==> src/rtl/mux_sel_reg_n.sv <==
// Registered N-channel selector with valid/ready output stage.
// Direct mode captures a requested channel; scan mode walks enabled channels round-robin.
module mux_sel_reg_n #(
   parameter int WIDTH      = 5,
   parameter int CHANNELS   = 11,
   parameter int SEL_W      = $clog2(CHANNELS),
   parameter int DEFAULT_CH = 9
) (
   input  logic                      clk,
   input  logic                      rst,
   input  logic                      mode,
   input  logic [SEL_W-1:0]          sel,
   input  logic                      sel_valid,
   output logic                      sel_ready,
   input  logic [CHANNELS-1:0]       ch_en,
   input  logic [CHANNELS*WIDTH-1:0] data_in,
   input  logic                      out_ready,
   output logic [WIDTH-1:0]          out_data,
   output logic                      out_valid,
   output logic [SEL_W-1:0]          out_ch,
   output logic                      sel_err
);

   logic [SEL_W-1:0] ptr;
   logic             ld;
   logic             scan_found;
   logic [SEL_W-1:0] scan_ch;
   logic [SEL_W-1:0] scan_next;
   logic             cap_en;
   logic [SEL_W-1:0] cap_ch;
   logic             cap_err;
   logic [WIDTH-1:0] cap_data;

   assign ld        = !out_valid || out_ready;
   assign sel_ready = ld;

   // First enabled channel at or above ptr, wrapping modulo CHANNELS.
   always_comb begin
      // NOTE: every always_comb output gets a default first so no path infers a latch.
      scan_found = 1'b0;
      scan_ch    = '0;
      for (int i = 0; i < CHANNELS; i++) begin
         int idx;
         idx = int'(ptr) + i;
         if (idx >= CHANNELS) idx = idx - CHANNELS;
         if (!scan_found && ch_en[idx]) begin
            scan_found = 1'b1;
            scan_ch    = SEL_W'(idx);
         end
      end
   end

   assign scan_next = (int'(scan_ch) == CHANNELS - 1) ? '0 : scan_ch + 1'b1;

   always_comb begin
      cap_en  = 1'b0;
      cap_ch  = '0;
      cap_err = 1'b0;
      if (mode) begin
         cap_en = scan_found;
         cap_ch = scan_ch;
      end else begin
         cap_en = sel_valid;
         if (int'(sel) >= CHANNELS) begin
            cap_ch  = SEL_W'(DEFAULT_CH);
            cap_err = 1'b1;
         end else begin
            cap_ch = sel;
         end
      end
   end

   // Explicit compare mux keeps the index in range whatever SEL_W allows.
   always_comb begin
      cap_data = '0;
      for (int k = 0; k < CHANNELS; k++) begin
         if (cap_ch == SEL_W'(k)) cap_data = data_in[k*WIDTH +: WIDTH];
      end
   end

   // NOTE: sequential state uses non-blocking assignments so every register sees pre-edge values.
   always_ff @(posedge clk) begin
      if (rst) begin
         out_data  <= '0;
         out_valid <= 1'b0;
         out_ch    <= '0;
         sel_err   <= 1'b0;
         ptr       <= '0;
      end else begin
         if (ld) begin
            out_valid <= cap_en;
            if (cap_en) begin
               out_data <= cap_data;
               out_ch   <= cap_ch;
               sel_err  <= cap_err;
            end
         end
         // Direct mode parks the pointer so a later scan always starts at channel 0.
         if (!mode)
            ptr <= '0;
         else if (ld && scan_found)
            ptr <= scan_next;
      end
   end

endmodule

==> config.mk <==
export PLATFORM = sky130hd
export DESIGN_NAME = mux_sel_reg_n
export DESIGN_NICKNAME = d
export VERILOG_FILES = /design/src/rtl/mux_sel_reg_n.sv
export SDC_FILE = /design/constraint.sdc
export NUM_CORES = 1
export LEC_CHECK = 0
export ABC_AREA = 1
export CAP_MARGIN = 20
export CORE_UTILIZATION = 45
export CTS_CLUSTER_DIAMETER = 150
export CTS_CLUSTER_SIZE = 24
export DETAILED_ROUTE_END_ITERATION = 8
export GPL_TIMING_DRIVEN = 0
export PLACE_DENSITY = 0.82
export SETUP_SLACK_MARGIN = 0.15
export SYNTH_ARGS = -nofsm -noshare
export SYNTH_HDL_FRONTEND = slang
export SYNTH_SLANG_ARGS = --single-unit
export TNS_END_PERCENT = 10
==> constraint.sdc <==
create_clock -name clk -period 6.9 [get_ports clk]
set_input_delay 1.725 -clock clk [delete_from_list [all_inputs] [get_ports clk]]
set_output_delay 1.725 -clock clk [all_outputs]
set_load 0.005 [all_outputs]
==> results.yml, run 1 <==
run_status:
  status: "complete, no violations"
placed_design:
  port_buffers: 79
  place_inst: 1072
  pre_cts_ws_ns: 1.47
  gp_congestion: 0.977
  dpl.hpwl_um: 12100
sta:
  final_hold_viol_count: 0
  worst_pin_slew_ns: 0.640
  slew_headroom: 0.569
  setup_viol_count_final: 0
  fin_crit_ns: 5.29
  setup-tns-final_ns: 0
  holdWs_ns: 0.467
  timing.fmax_mhz: 189
  rsz0062_at_grt: "no"
  drv_slew: 0
  fin_ws_ns: 1.61
  fin_crit_sh: 0.766
  skew_ns: 0.00130
run:
  max-cap-violations: 0
route:
  routed_via_density: 5.46
  via_count: 5880
  route.detailed.drc: 0
  wl_per_cell_um: 14.1
  drtIter0Drc: 565
  firstDrtPassIters: 5
  drt_wl_total_um: 15200
  ant_nets: 0
clocking:
  cts.sinks: 15
  clk_latency_ns: 0.24
  cts_tree: "built"
  cts-resized-gates: 0
  postCtsHoldBufs: 0
  cts_buffers: 3
  cts-root-buf: "clkbuf_8"
  post_cts_buffers: 0
  clockBufferDepth: 2
  htree_levels: 1
  clk_pin_slew_ns: 0.06
pwr:
  p_leak_nw: 2.75
  vdd_ir_drop_max_uv: 227
  p_per_area_nw_per_um2: 399
die:
  core_sq_um: 9860
  die_width_um: 103
  die_y_um: 103
  start_util: 0.468
  ios: 87
  dieArea_sq_um: 10700
  row_count: 36
global_routing:
  grt_first_pass_wirelength_um: 24100
  antenna_found_initial: 0
  grt_overflow: 0
  grt_pass1_vias: 5009
  grt_max_degree: 16
  grt_usage: 0.283
worst_setup_path:
  worstPathRequired_ns: 7.01
  cp-end-kind: "flip-flop"
  worstPathArrival_ns: 5.40
  path_common_cell: "nand2_1"
  crit_type: "in2reg"
  cp_slowest_cell: "clkdlybuf4s50_1"
  critPathLaunch: "ch_en[9]"
  crit_fanout: 10
  timing.rr.start: "ptr[1]"
  crit_path_start_kind: "input port"
  slowest_delay_ns: 0.58
logic_synthesis:
  synth_seq_area_share: 0.0650
  postSynthAreaPerCell_sq_um: 5.37
  synth_area_leaders: "nand2_1 20%, nand3_1 14%, inv_1 8.1%, dfxtp_1 6.5%, nor2_1 5.3%"
  syn_inst: 860
  synth.distinct_cells: 47
  ys_ff_latch: 15
  synth_edf_count: 0
  yosysTopAreaCellShare: 0.199
  synth_nets: 951
  ys_warn_count: 0
  synth_ff_type: "dfxtp_1"
  postSynth.asyncResetShare: 0
  syn_area_sq_um: 4620
  yosysTopAreaCell: "nand2_1"
finish:
  syn_to_final_growth_pct: 21.7
  drive_gt1_frac: 0.122
  finalNetCount: 1035
  stdcell_count: 1076
  num_antenna_cells: 0
hold_path:
  hold_class: "reg2reg"
  holdCritStartpoint: "out_data[2]"
[worst max-delay path, delay by kind of cell]
kind,cells,cell delay [ns]
AND/OR/NAND/NOR,23,2.50
AO/OA/AOI/OAI,2,0.14
buffers and inverters,3,1.05
[sequential cells by signal, summed over array words and instances (netlist names)]
| signal | count |
|---|---|
| out_data | 5 |
| sel_err | 1 |
| ptr | 4 |
| out_valid | 1 |
| out_ch | 4 |
[per-layer routing]
metal | GRT usage | share of wire | up-vias | wire (um)
met5 | 0 | 0 | - | 0
met4 | 0.0953 | 0.023 | 0 | 352
met3 | 0.0376 | 0.10 | 38 | 1520
met2 | 0.427 | 0.43 | 299 | 6580
met1 | 0.411 | 0.44 | 2541 | 6770
li1 | - | - | 3002 | -
[Yosys cell counts (3+ instances only)]
library cell    n
inv_1         100
nand3b_1        6
a21oi_2         6
nand3_2        13
nand2_1       245
dfxtp_1        15
nor2_1         65
nand4_1        21
nor2_2          4
buf_4           3
o21ai_1        18
nand3_1       127
inv_2          18
nor3_1          5
xor2_1          6
ha_1           16
nand2_4         9
nor2_4          7
buf_2           6
o21ai_0        44
nand2_2        23
buf_6           4
o21ai_2         9
clkbuf_1        6
o211ai_1       13
a21oi_1        44
[final cells by class]
cell class,instances,area (sq um)
Buffer,20,124
Clock buffer,4,45.0
Fill cell,1002,4240
Inverter,119,447
Multi-Input combinational cell,706,3750
Sequential cell,15,300
Tap cell,133,166
Timing Repair Buffer,79,791
[final timing paths]
check                     end  slack [ns]  cells past startpoint
hold reg to reg   out_data[2]        0.47                      2
hold / removal    out_data[2]        0.47                      2
setup / recovery  out_data[0]        1.61                     28
setup reg to reg  out_data[0]        1.83                     33
[placed cells by master (no fill, tap or decap), types with 4 or more instances in the layout]
| cell | synthesis | layout |
|---|---|---|
| inv_1 | 100 | 100 |
| clkbuf_1 | 6 | 7 |
| o21ai_0 | 44 | 44 |
| o211ai_1 | 13 | 13 |
| nand2_1 | 245 | 245 |
| nand3_2 | 13 | 13 |
| a21oi_2 | 6 | 6 |
| xor2_1 | 6 | 6 |
| buf_6 | 4 | 4 |
| buf_2 | 6 | 6 |
| nand2_4 | 9 | 9 |
| nand3_1 | 127 | 127 |
| o21ai_2 | 9 | 9 |
| dfxtp_1 | 15 | 15 |
| nor2_4 | 7 | 7 |
| nand2_2 | 23 | 23 |
| ha_1 | 16 | 16 |
| nor3_1 | 5 | 5 |
| nand4_1 | 21 | 21 |
| a21oi_1 | 44 | 44 |
| nor2_2 | 4 | 4 |
| inv_2 | 18 | 18 |
| clkdlybuf4s50_1 | 0 | 79 |
| nand3b_1 | 6 | 6 |
| o21ai_1 | 18 | 18 |
| nor2_1 | 65 | 65 |
[through the flow]
stage | util | power (mW) | instance area [sq um]
finish | 0.570 | 2.24 | 5620
global route | 0.570 | 2.49 | 5620
CTS | 0.570 | 2.19 | 5620
detailed placement | 0.565 | 2.11 | 5580
global placement | 0.565 | 2.09 | 5580
floorplan | - | 1.66 | 4620
[kinds of logic (layout without fill, tap and decap cells)]
group                    count (synthesis)  after routing  share of synthesized area
AO/OA/AOI/OAI                          146            146                      0.189
adder cells (fa/ha/maj)                 16             16                     0.0433
flip-flops                              15             15                     0.0650
XOR/XNOR                                 9              9                     0.0187
buffers and inverters                  139            222                      0.124
AND/OR/NAND/NOR                        535            535                      0.561
[report_power, final]
group | leakage (nW) | internal, mW | switching (mW)
Combinational | 2.60 | 0.654 | 1.39
Clock | 0.0228 | 0.0408 | 0.0280
Sequential | 0.123 | 0.106 | 0.0230
Total | 2.75 | 0.801 | 1.44
Power figures use the tool's default switching activity.
==> inputs of run 2 (changes only) <==
==> constraint.sdc (replaced) <==
create_clock -name clk -period 5.4 [get_ports clk]
set_input_delay 1.35 -clock clk [delete_from_list [all_inputs] [get_ports clk]]
set_output_delay 1.35 -clock clk [all_outputs]
set_load 0.005 [all_outputs]
==> run 2 against run 1 <==
Routed wire length decreased by 0.28%. Critical path depth decreased by 2. Global-route usage did not move. Total power increased by 28%. Die area unchanged. First-iteration DRC count fell by 6.9%. Core utilization grew 0.38 points. Sequential share of layout area hardly changed. Clock skew barely moved. Count of clock-buffer cells in the layout stayed put. Non-clock buffer count grew 4. Sequential power is 29% higher. Critical endpoint unchanged. Largest cell class unchanged. Highest routed layer unchanged.
==> results.yml, run 2 (synthesized netlist as in run 1, its figures left out) <==
finish:
  top_regs: "out_data x5, out_ch x4, ptr x4"
  top_register: "out_data"
  layout_common_cells: "245 x nand2_1, 127 x nand3_1, 98 x inv_1"
  final_area_sq_um: 5660
  finalNetCount: 1039
  fin_util: 0.574
  num_antenna_cells: 0
  fillerInstances: 1003
  drive_gt1_frac: 0.131
  mostFrequentLayoutCell: "nand2_1"
  syn_to_final_growth_pct: 22.5
  largest_register_ffs: 5
route:
  routed_via_density: 5.43
  via_count: 5865
  wl_per_cell_um: 14.0
  firstDrtPassIters: 6
  drtIter0Drc: 526
  ant_nets: 0
  drt_wl_total_um: 15200
  route.detailed.drc: 0
die:
  core_sq_um: 9860
  ios: 87
  row_count: 36
  dieArea_sq_um: 10700
  die_width_um: 103
  die_y_um: 103
  start_util: 0.468
sta:
  fin_crit_ns: 4.84
  setup-tns-final_ns: 0
  fin_ws_ns: 0.560
  drv_slew: 0
  holdWs_ns: 0.467
  fin_crit_sh: 0.896
  timing.fmax_mhz: 207
  final_hold_viol_count: 0
  worst_pin_slew_ns: 0.654
  skew_ns: 0.00149
  setup_viol_count_final: 0
  rsz0062_at_grt: "no"
  slew_headroom: 0.559
worst_setup_path:
  path_common_cell: "nor2_1"
  worstPathArrival_ns: 4.95
  crit_type: "in2reg"
  cpLargestDelayFamily: "simple AND/OR/NAND/NOR gates"
  cp_num_buf_inv: 4
  cp-end-kind: "flip-flop"
  rr_worst_depth: 30
  crit_path_start_kind: "input port"
  cp_slowest_cell: "clkdlybuf4s50_1"
  ff2ff_setup_slack_ns: 0.63
  crit_fanout: 6
  slowest_delay_ns: 0.66
  timing.rr.start: "ptr[1]"
  worstPathRequired_ns: 5.51
  r2r-end: "out_data[0]"
global_routing:
  grt_usage: 0.283
  antenna_found_initial: 0
  grt_first_pass_wirelength_um: 24100
  grt_pass1_vias: 5009
  grt_overflow: 0
  grt_max_degree: 16
clocking:
  cts-root-buf: "clkbuf_8"
  postCtsHoldBufs: 0
  cts_buffers: 3
  htree_levels: 1
  clk_pin_slew_ns: 0.06
  cts_tree: "built"
  cts.sinks: 15
  clockBufferDepth: 2
  clk_latency_ns: 0.24
placed_design:
  gp_congestion: 0.977
  pre_cts_ws_ns: 0.350
  port_buffers: 79
  dpl.hpwl_um: 12100
  place_area_sq_um: 5580
run_status:
  status: "complete, no violations"
pwr:
  p_leak_nw: 2.76
  vdd_ir_drop_max_uv: 290
  p_per_area_nw_per_um2: 508
hold_path:
  hold_end: "out_data[2]"
  holdCritStartpoint: "out_data[2]"
  hold_class: "reg2reg"
  worst_hold_path.num_cells: 2
run:
  max-cap-violations: 0
run 2: cell types whose count changed in the layout (fill, tap and decap cells not counted), sizes merged:
cell,before,now
buf,14,18
clkinvlp,0,1
inv,118,117
run 2: timing repair:
action                                  in CTS  in global routing
endpoints found under the setup margin       0                  5
buffers inserted                             0                  4
gates resized for setup                      0                  5
run 2: worst max-delay path by stage:
stage / start / to / slack, ns / cells past startpoint
final: ch_en[10] / out_data[0] / 0.56 / 26
after global routing: ptr[2] / out_data[1] / 0.16 / 34
after CTS: ptr[1] / out_data[1] / 0.41 / 33
after detailed placement: ch_en[9] / out_data[0] / 0.35 / 28
after global placement: ch_en[9] / out_data[0] / 0.35 / 28
after floorplan: ptr[2] / out_data[0] / 1.53 / 34
run 2: report_power, final:
part | switching (mW) | total (mW) | internal [mW]
logic | 1.77 | 2.62 | 0.843
registers | 0.0299 | 0.167 | 0.137
clock network | 0.0357 | 0.0879 | 0.0522
run 2: stage by stage:
step | total power [mW] | std cells
after global placement | 2.67 | 1072
after CTS | 2.80 | 1076
final | 2.87 | 1080
after global routing | 3.19 | 1080
after detailed placement | 2.70 | 1072
after floorplan | 2.12 | 860
run 2: per-layer routing:
layer  vias to the layer above  wire length, um  global-route usage
met5                         -                0                   0
met4                         0              387              0.0953
met3                        34             1480              0.0376
met2                       275             6540               0.427
met1                      2546             6760               0.411
li1                       3010                -                   -
run 2: cell type report:
class,instances,area [sq um],share of cell area
inverter,119,450,0.0796
clock buffer,4,45.0,0.00796
multi-input combinational,706,3750,0.662
sequential,15,304,0.0537
tap,133,166,0.0294
buffer,20,124,0.0219
timing repair buffer,83,821,0.145
run 2: worst register-to-register path: cells and delay by family (launching register included):
family / cells / cell delay (ns)
DFF: 1 / 0.50
xor gates and xnor gates: 1 / 0.36
and+or+nand+nor: 22 / 2.62
adders and majority gates: 1 / 0.27
buffers and inverters: 5 / 0.86
AOI/OAI and AO/OA: 1 / 0.05
